`config.mk`:
```
export PLATFORM = sky130hd
export DESIGN_NAME = tetris_input_ctrl
export DESIGN_NICKNAME = d
export VERILOG_FILES = /design/src/rtl/tetris_input_ctrl.sv
export SDC_FILE = /design/constraint.sdc
export NUM_CORES = 1
export LEC_CHECK = 0
export ABC_CLOCK_PERIOD_IN_PS = 2380
export BUFFER_PORTS_ARGS = -buffer_cell sky130_fd_sc_hd__buf_2
export CORE_UTILIZATION = 35
export DETAILED_ROUTE_END_ITERATION = 10
export MAX_ROUTING_LAYER = met4
export PLACE_DENSITY = 0.47
export SLEW_MARGIN = 20
export SYNTH_ARGS = -nofsm -noshare
export SYNTH_HDL_FRONTEND = slang
export SYNTH_SLANG_ARGS = --single-unit
```
`constraint.sdc`:
```
create_clock -name gm_clk -period 2.38 [get_ports gm_clk]
set_input_delay 0.238 -clock gm_clk [delete_from_list [all_inputs] [get_ports gm_clk]]
set_output_delay 0.238 -clock gm_clk [all_outputs]
set_load 0.02 [all_outputs]
```
`src/rtl/tetris_input_ctrl.sv`:
```
// Push-button front end for the game logic: synchronise, debounce, emit one-cycle command pulses.
// Define TETRIS_INPUT_AUTOREPEAT_EN to add DAS/ARR auto-repeat on down/left/right.
module tetris_input_ctrl #(
    parameter logic [15:0] DEBOUNCE_CYCLES = 16'd50000,
    parameter logic [23:0] DAS_DELAY       = 24'd10000000,
    parameter logic [23:0] ARR_PERIOD      = 24'd2500000
) (
    input  logic       gm_clk,
    input  logic       gm_rst_n,
    input  logic       btn_down,
    input  logic       btn_left,
    input  logic       btn_right,
    input  logic       btn_rot,
    output logic       down,
    output logic       left,
    output logic       right,
    output logic       rott,
    output logic [3:0] held
);
    // Channel order everywhere: {rot, right, left, down}.
    logic [3:0]       raw_s;
    logic [3:0]       sync1_q;
    logic [3:0]       sync2_q;
    logic [3:0]       level_q;
    logic [3:0]       level_d;
    logic [3:0]       prev_q;
    logic [3:0][15:0] stab_q;
    logic [3:0][15:0] stab_d;
    logic [3:0]       pulse_q;
    logic [3:0]       pulse_d;
    logic [3:0]       rise_s;
    logic             lr_both_s;
    logic [2:0]       block_s;
    logic [2:0]       fire_s;

    assign raw_s     = {btn_rot, btn_right, btn_left, btn_down};
    assign rise_s    = level_q & ~prev_q;
    // Conflict looks at the upcoming level so no left/right pulse leaks out on the edge it begins.
    assign lr_both_s = level_d[1] & level_d[2];
    assign block_s   = {lr_both_s, lr_both_s, 1'b0};
    assign pulse_d   = {rise_s[3], fire_s};

    // Per-channel debounce: level flips after DEBOUNCE_CYCLES differing samples, counter saturates.
    always_comb begin
        level_d = level_q;
        stab_d  = stab_q;
        for (int i = 0; i < 4; i++) begin
            if (sync2_q[i] == level_q[i]) begin
                stab_d[i] = 16'd0;
            end else if (stab_q[i] >= DEBOUNCE_CYCLES) begin
                level_d[i] = sync2_q[i];
                stab_d[i]  = 16'd0;
            end else if (stab_q[i] != 16'hFFFF) begin
                stab_d[i] = stab_q[i] + 16'd1;
            end else begin
                stab_d[i] = stab_q[i];
            end
        end
    end

    // Synchronisers, debounce state and the registered pulse outputs.
    always_ff @(posedge gm_clk or negedge gm_rst_n) begin
        if (!gm_rst_n) begin
            sync1_q <= 4'b0000;
            sync2_q <= 4'b0000;
            level_q <= 4'b0000;
            prev_q  <= 4'b0000;
            stab_q  <= {4{16'd0}};
            pulse_q <= 4'b0000;
        end else begin
            sync1_q <= raw_s;
            sync2_q <= sync1_q;
            level_q <= level_d;
            prev_q  <= level_q;
            stab_q  <= stab_d;
            pulse_q <= pulse_d;
        end
    end

`ifdef TETRIS_INPUT_AUTOREPEAT_EN
    localparam logic [1:0] ST_IDLE   = 2'd0;
    localparam logic [1:0] ST_DELAY  = 2'd1;
    localparam logic [1:0] ST_REPEAT = 2'd2;

    logic [2:0][1:0]  state_q;
    logic [2:0][1:0]  state_d;
    logic [2:0][23:0] cnt_q;
    logic [2:0][23:0] cnt_d;

    // DAS/ARR sequencer for down, left and right; the counter fires on its last non-zero count.
    always_comb begin
        state_d = state_q;
        cnt_d   = cnt_q;
        fire_s  = 3'b000;
        for (int i = 0; i < 3; i++) begin
            case (state_q[i])
                ST_IDLE: begin
                    if (rise_s[i] && !block_s[i]) begin
                        fire_s[i]  = 1'b1;
                        state_d[i] = ST_DELAY;
                        cnt_d[i]   = DAS_DELAY;
                    end else begin
                        state_d[i] = ST_IDLE;
                        cnt_d[i]   = 24'd0;
                    end
                end
                ST_DELAY, ST_REPEAT: begin
                    if (!level_q[i] || block_s[i]) begin
                        state_d[i] = ST_IDLE;
                        cnt_d[i]   = 24'd0;
                    end else if (cnt_q[i] <= 24'd1) begin
                        fire_s[i]  = 1'b1;
                        state_d[i] = ST_REPEAT;
                        cnt_d[i]   = ARR_PERIOD;
                    end else begin
                        cnt_d[i] = cnt_q[i] - 24'd1;
                    end
                end
                default: begin
                    state_d[i] = ST_IDLE;
                    cnt_d[i]   = 24'd0;
                end
            endcase
        end
    end

    // Auto-repeat state registers.
    always_ff @(posedge gm_clk or negedge gm_rst_n) begin
        if (!gm_rst_n) begin
            state_q <= {3{ST_IDLE}};
            cnt_q   <= {3{24'd0}};
        end else begin
            state_q <= state_d;
            cnt_q   <= cnt_d;
        end
    end
`else
    logic unused_cfg_s;

    assign unused_cfg_s = ^{DAS_DELAY, ARR_PERIOD};
    assign fire_s       = rise_s[2:0] & ~block_s;
`endif

    assign {rott, right, left, down} = pulse_q;
    assign held                      = level_q;

endmodule

```
* Word level (Yosys, flattened, before mapping)
Cells that the tools add are included.
** Word-level totals
- Output and inout port bits :: 8
- Word-level logic and storage cells :: 56
- Bits in registers :: 84
** Cells by class
- Eq/ne operators :: 8
- Add/subtract/negate cells :: 4
- Multiplexer cells :: 16
- Magnitude comparators :: 4
- Reduce and logical (&&, ||, !) cells :: 6
- Bitwise operators :: 7
** Operators by type and width (number)
- $mux W16 :: 12
- $add A16 B1 Y16 const B :: 4
- $ge A16 B16 Y1 const B :: 4
- $ne A16 B16 Y1 const B :: 4
- $reduce_bool A3 Y1 :: 4
- $and A4 B4 Y4 :: 1
- $eq A1 B1 Y1 :: 4
- $mux W1 :: 4
- $not A4 Y4 :: 1
- $reduce_and A2 Y1 :: 2
- $and A3 B3 Y3 :: 1
- $not A3 Y3 :: 1
- $not A1 Y1 :: 2
- $and A1 B1 Y1 :: 1

* Logic depth before layout (Yosys ltp)
Gate-level depths: netlist of run 1.
- Depth after elaboration :: 6
- Mapped depth :: 8
- Mapped depth without buffers :: 6

* Worst setup path after synthesis of run 1
Ideal clock, no wire load.
- Path kind :: flip-flop to flip-flop
- From :: register stab_q[32] (netlist bit)
- To :: register stab_q[35] (netlist bit)
- Stages on the path, launching flop included :: 8
- Path buffers :: 1
- Required time :: 2262 ps
- Arrival :: 1627 ps
- Library setup time :: 118 ps
- Setup slack :: 635 ps
- Cell sequence :: dfrtp_1 > ha_1 > nand3_1 > or4_4 > buf_6 > nand4_1 > xor2_1 > nor2_1
** On the way
- Cells in the longest elaborated chain, start to end :: 4
- Elaborated cells between the ends (all ways) :: 7
- Classes of those cells :: add/sub: 1; order compare: 1; eq/ne: 1; mux: 3; reduce/logical: 1
** RTL lines
- from (decl) :: line 27 : logic [3:0][15:0] stab_q;
- from (signal assigned) :: line 68 : stab_q <= {4{16'd0}};
- from (signal assigned) :: line 75 : stab_q <= stab_d;
- $add A16 B1 Y16 :: line 54 : stab_d[i] = stab_q[i] + 16'd1;
- $mux W16 :: line 53 : end else if (stab_q[i] != 16'hFFFF) begin
- $mux W16 :: line 50 : end else if (stab_q[i] >= DEBOUNCE_CYCLES) begin
- $mux W16 :: line 48 : if (sync2_q[i] == level_q[i]) begin
Several ways; a longest one is shown, not always the timed one. The select of a mux whose other input is x is not followed.
A chain may end at the register's enable or synchronous reset.

* Final worst setup path of run 1
Same ends and word-level chain as after synthesis.

==> metrics.yaml, run 1 <==
run_status:
  status: "complete, no violations"
global_routing:
  use_met1_pct: 20.0
  grt-ovfl-total: 0
  grt.busiest_layer: "met2"
  track_usage_pct: 14.7
  grt_use_met3_pct: 4.16
  antenna_found_initial: 0
  grt_pass1_wl_um: 14100
  met2_usage_pct: 20.2
  grt_max_degree: 48
  grt_pass1_vias: 2859
sta:
  tightest_slew_ns: 0.671
  rsz0062_at_grt: "no"
  fmax_ghz: 0.538
  setup_tns_ns: 0
  relSlewSlack_pct: 55.3
  final_max_slew_viol_count: 0
  fin_ws_ns: 0.520
  period_share_pct: 78.2
  finalHoldViolations: 0
  setup_viol_count_final: 0
  fin_worst_skew_ns: 0.00495
  fin_crit_ns: 1.86
logic_synthesis:
  ys.flop_type: "dfrtp_1"
  synth_cell_types: 42
  yosysMostFrequentCell: "dfrtp_1"
  synth_edf_count: 0
  synthTopCellsByArea: "dfrtp_1 51%, nor2_1 6.6%, xor2_1 4.2%"
  yosys-top-cells-count: "84 x dfrtp_1, 73 x nor2_1, 25 x nand2_1"
  yosysWarnings: 0
  synth_seq_area_share_pct: 50.8
  synth_nets: 433
  ys_ff_latch: 84
  synth_top_area_cell: "dfrtp_1"
  async_flop_share_pct: 100
  synth.top_cell.area_share_pct: 50.8
  syn_area_mm2: 0.00414
  synthCells: 419
  syn_area_per_cell_um2: 9.87
place:
  hpwl_um: 5220
  post-place-ws_ns: 0.536
  globalplace.congestion: 0.793
  port-buffer-count: 13
critical_path:
  crit_type: "reg2reg"
  crit_path_end_kind: "register"
  cp.arrival_ns: 2.06
  rrSetupSlack_ns: 0.52
  crit_fanout: 6
  required_ns: 2.58
  startpoint_type: "register"
layout:
  diodes: 0
  fill_cells: 1087
  syn2layout_area_growth_pct: 13.9
  finalNetCount: 447
  drive_above_1_share_pct: 10.0
floorplanning:
  initial_core_util_pct: 36.1
  core_mm2: 0.0115
  io_pins: 14
  die_w_um: 111
  die-area_mm2: 0.0123
  die_y_um: 111
  row_count: 39
min_path:
  hold_path_class: "reg2reg"
route:
  remaining_drc_errors: 0
  drt-total-wl_um: 7860
  via_per_inst: 5.09
  ant_nets: 0
  routedWlPerCell_um: 13.5
  drtIter0Drc: 140
  vias: 2957
  first_pass_iters: 4
cts:
  root_buffer: "clkbuf_16"
  cts_sinks: 84
  clockBufferDepth: 2
  cts.clk_slew.worst_paths_ns: 0.06
  cts_inserted_buffers: 9
  tritoncts: "built"
  ctsHoldBuffers: 5
  cts_setup_buffers: 0
  cts_resized: 0
  htreeDepth: 3
  worst_skew_pair.late_latency_ns: 0.34
power_and_ir_drop:
  leakage_nw: 2.03
  ir_drop_v: 0.000457
  p_per_area_mw_per_mm2: 682
run:
  cap_violations: 0
[critical path, cell delays in order, from the launching register on]
cell,delay [ns]
dfrtp_1,0.42
ha_1,0.22
nand3_1,0.14
or4_4,0.62
nand4_1,0.13
xor2_1,0.15
nor2_1,0.05
[logic make-up after synthesis]
kind of cell | Yosys count | share of synthesized area [%]
multiplexers | 8 | 2.06
AO/OA/AOI/OAI | 41 | 6.23
adder cells (fa/ha/maj) | 8 | 2.42
buffers and inverters | 26 | 3.21
XOR/XNOR | 38 | 8.05
flip-flops | 84 | 50.8
AND/OR/NAND/NOR | 214 | 27.2
[through the flow]
stage | power, mW | utilization [%] | cell area [um2] | cells | hold slack, ns
final | 3.21 | 41.1 | 4710 | 581 | 0.357
after global routing | 3.35 | 41.1 | 4710 | 581 | 0.376
after CTS | 3.28 | 41.1 | 4710 | 581 | 0.364
after detailed placement | 1.60 | 37.6 | 4310 | 560 | 0.294
after global placement | 1.60 | 37.6 | 4310 | 560 | 0.293
after floorplan | 1.55 | - | 4140 | 419 | -0.0576
[path summary, 6_finish.rpt]
path                              end       start  cells past startpoint
setup reg to reg           stab_q[35]  stab_q[32]                      6
max in group asynchronous  stab_q[33]    gm_rst_n                      3
hold / removal             sync2_q[2]  sync1_q[2]                      0
min in group asynchronous  stab_q[17]    gm_rst_n                      2
hold reg to reg            sync2_q[2]  sync1_q[2]                      0
setup / recovery           stab_q[35]  stab_q[32]                      6
[per-layer routing]
| metal | part of all wire [%] | vias up |
|---|---|---|
| li1 | - | 1491 |
| met1 | 53 | 1411 |
| met2 | 42 | 43 |
| met3 | 3.3 | 12 |
| met4 | 2.2 | 0 |
| met5 | 0 | - |
[cell usage in the layout, fill, tap and decap left out, types with 8 or more instances in the layout]
cell type	Yosys	layout
and4_1	8	8
nand4_1	20	20
xor2_1	20	20
inv_1	9	9
clkbuf_16	0	9
nand3_1	19	19
ha_1	8	8
nand2_1	25	25
xnor2_1	18	18
nor2_1	73	73
buf_2	4	12
nor3_1	21	21
dfrtp_1	84	84
and3_1	8	8
a21oi_1	17	17
[final cells by class]
type | instances | area [um2] | area share [%]
Sequential cell | 84 | 2100 | 44.6
Multi-Input combinational cell | 309 | 1900 | 40.3
Clock buffer | 12 | 256 | 5.44
Tap cell | 143 | 179 | 3.80
Timing Repair Buffer | 20 | 145 | 3.08
Clock inverter | 4 | 95.1 | 2.02
Inverter | 9 | 33.8 | 0.717
[flip-flops by register name, indices dropped and copies added (netlist names)]
name and cells:
sync1_q 4, prev_q 4, pulse_q 4, held 4, sync2_q 4, stab_q 64
[where the power goes]
group / internal (mW) / leakage [nW] / switching [mW]
clock: 1.08 / 0.173 / 0.554
sequential: 1.45 / 1.15 / 0.0203
combinational: 0.0348 / 0.716 / 0.0711
total: 2.57 / 2.03 / 0.645
No activity file was read; power rests on OpenSTA's default activity.
==> run 2: changes to the inputs <==
--- a/config.mk
+++ b/config.mk
@@ -5,12 +5,13 @@
 export SDC_FILE = /design/constraint.sdc
 export NUM_CORES = 1
 export LEC_CHECK = 0
-export ABC_CLOCK_PERIOD_IN_PS = 2380
+export ABC_AREA = 1
+export ABC_CLOCK_PERIOD_IN_PS = 1500
 export BUFFER_PORTS_ARGS = -buffer_cell sky130_fd_sc_hd__buf_2
 export CORE_UTILIZATION = 35
 export DETAILED_ROUTE_END_ITERATION = 10
 export MAX_ROUTING_LAYER = met4
-export PLACE_DENSITY = 0.47
+export PLACE_DENSITY = 0.49
 export SLEW_MARGIN = 20
 export SYNTH_ARGS = -nofsm -noshare
 export SYNTH_HDL_FRONTEND = slang
==> constraint.sdc (replaced) <==
create_clock -name gm_clk -period 1.5 [get_ports gm_clk]
set_input_delay 0.15 -clock gm_clk [delete_from_list [all_inputs] [get_ports gm_clk]]
set_output_delay 0.15 -clock gm_clk [all_outputs]
set_load 0.02 [all_outputs]
==> run 2 against run 1 <==
Critical path depth is the same. Synthesized cell count is 27% higher. Largest cell class unchanged. Sequential share of layout area fell by 4.3 points. Combinational power increased by 88%. Highest routed layer unchanged. Core utilization increased by 2.2 points.
==> metrics.yaml, run 2 <==
run_status:
  status: "complete, no violations"
logic_synthesis:
  synthTopCellsByArea: "dfrtp_1 48%, nand2_1 10%, inv_1 6.6%"
  ys.flop_type: "dfrtp_1"
  yosys-top-cells-count: "116 x nand2_1, 84 x dfrtp_1, 76 x inv_1"
  yosysMostFrequentCell: "nand2_1"
  synth_seq_area_share_pct: 48.4
  synth.top_cell.area_share_pct: 48.4
  synth_cell_types: 36
  yosysWarnings: 0
  synthCells: 532
  syn_area_per_cell_um2: 8.16
  synth_edf_count: 0
  ys_ff_latch: 84
  syn_area_mm2: 0.00434
  synth_nets: 546
  synth_top_area_cell: "dfrtp_1"
  async_flop_share_pct: 100
route:
  ant_nets: 0
  via_per_inst: 4.55
  remaining_drc_errors: 0
  first_pass_iters: 4
  drt-total-wl_um: 8940
  vias: 3397
  routedWlPerCell_um: 12.0
  drtIter0Drc: 129
place:
  place_area_mm2: 0.00471
  post-place-ws_ns: 0.0284
  globalplace.congestion: 0.869
  port-buffer-count: 13
  hpwl_um: 6290
critical_path:
  cp.arrival_ns: 1.63
  path_delay_family: "flip-flops"
  cp-startpoint: "stab_q[17]"
  crit_fanout: 4
  crit_type: "reg2reg"
  crit_path_end_kind: "register"
  required_ns: 1.72
  crit_chain: "ha_4, nand3_4, nor3_4, buf_4, xor2_1, nor3_1"
  startpoint_type: "register"
  cpPeakStageDelay_ns: 0.42
  critPathSlowestCell: "dfrtp_1"
  rr_startpoint: "stab_q[17]"
  crit_buf_inv: 1
layout:
  layout_commonest_cell: "nand2_1"
  drive_above_1_share_pct: 15.6
  stdcell_area_mm2: 0.00522
  regMostFlops: "stab_q"
  mostFrequentLayoutCells: "113 x nand2_1, 82 x dfrtp_1, 73 x inv_1"
  largest_reg_flops: 64
  finalNetCount: 587
  fill_cells: 1193
  post-route-util_pct: 43.3
  diodes: 0
  syn2layout_area_growth_pct: 20.2
sta:
  tightest_slew_ns: 0.402
  fin_worst_skew_ns: 0.00357
  rsz0062_at_grt: "yes"
  fmax_ghz: 0.709
  period_share_pct: 94.0
  finalHoldViolations: 0
  fin_ws_ns: 0.0901
  relSlewSlack_pct: 73.2
  fin_crit_ns: 1.41
  setup_viol_count_final: 0
  final_max_slew_viol_count: 0
power_and_ir_drop:
  p_sw_share_pct: 20.2
  switchingPower_mw: 1.04
  ir_drop_v: 0.000515
  pwr-share-comb_pct: 3.9
  leakage_nw: 2.43
  seq_power_share_pct: 45.5
  p_int_mw: 4.10
  power.share.clock_pct: 50.6
  p_per_area_mw_per_mm2: 985
global_routing:
  track_usage_pct: 15.8
  grt_max_degree: 32
  grt-ovfl-total: 0
  antenna_found_initial: 0
  grt_pass1_wl_um: 15500
  grt_pass1_vias: 3364
floorplanning:
  die-area_mm2: 0.0129
  core_mm2: 0.0121
  initial_core_util_pct: 36.0
  io_pins: 14
  die_w_um: 113
  die_y_um: 113
  row_count: 40
cts:
  root_buffer: "clkbuf_16"
  worst_skew_pair.late_latency_ns: 0.34
  tritoncts: "built"
  clockBufferDepth: 2
  htreeDepth: 3
  cts_inserted_buffers: 9
  cts_sinks: 84
  cts.clk_slew.worst_paths_ns: 0.06
min_path:
  hold_path_class: "in2async"
run:
  cap_violations: 0
## run 2: cell families after synthesis
kind of cell / after synthesis / share of synthesized area, %
DFF: 84 / 48.4
xor gates and xnor gates: 26 / 5.42
buffers and inverters: 87 / 8.04
adders and majority gates: 8 / 2.31
and+or+nand+nor: 302 / 32.4
AOI/OAI and AO/OA: 25 / 3.37
## run 2: final timing paths
path                              endpoint  cells after the start  slack (ns)
min in group gm_clk             sync2_q[1]                      0        0.35
max in group asynchronous       stab_q[15]                      3        0.72
worst min-delay path            stab_q[45]                      2        0.28
worst max register to register  stab_q[24]                      6        0.09
worst min register to register  sync2_q[1]                      0        0.35
worst max-delay path            stab_q[24]                      6        0.09
## run 2: area by class of cell
class                   count  area (um2)  share of cell area, %
flip-flops and latches     84        2100                   40.3
multi-input cells         361        1950                   37.4
repair buffers             38         305                   5.85
inverters                  79         297                   5.68
clock buffers              12         256                   4.92
well taps                 168         210                   4.03
clock inverters             4        95.1                   1.82
## run 2: through the flow
stage / hold slack, ns / total power, mW / setup TNS, ns / std cells
floorplan: -0.146 / 2.45 / 0 / 532
global placement: 0.117 / 2.55 / 0 / 719
detailed placement: 0.119 / 2.55 / 0 / 719
CTS: 0.291 / 5.22 / 0 / 740
global route: 0.316 / 5.36 / -0.0363 / 746
finish: 0.283 / 5.14 / 0 / 746
## run 2: per-layer routing
layer,vias to the layer above,global-route usage [%],wire (um)
met5,-,-,0
met4,0,5.18,102
met3,8,4.93,283
met2,33,25.4,4200
met1,1588,18.8,4360
li1,1768,-,-
## run 2: what timing repair did
action                     4_1_cts  5_1_grt
hold endpoints to repair        30        0
setup endpoints to repair        0       13
gates resized for setup          0       18
hold buffers                     5        0
buffers inserted                 0        6
## run 2: power groups by stage
| stage | logic [mW] | registers, mW | clock network (mW) |
|---|---|---|---|
| floorplan | 0.0773 | 2.37 | 0 |
| global placement | 0.178 | 2.37 | 0 |
| detailed placement | 0.178 | 2.38 | 0 |
| CTS | 0.189 | 2.33 | 2.70 |
| global route | 0.232 | 2.34 | 2.79 |
| finish | 0.199 | 2.34 | 2.60 |
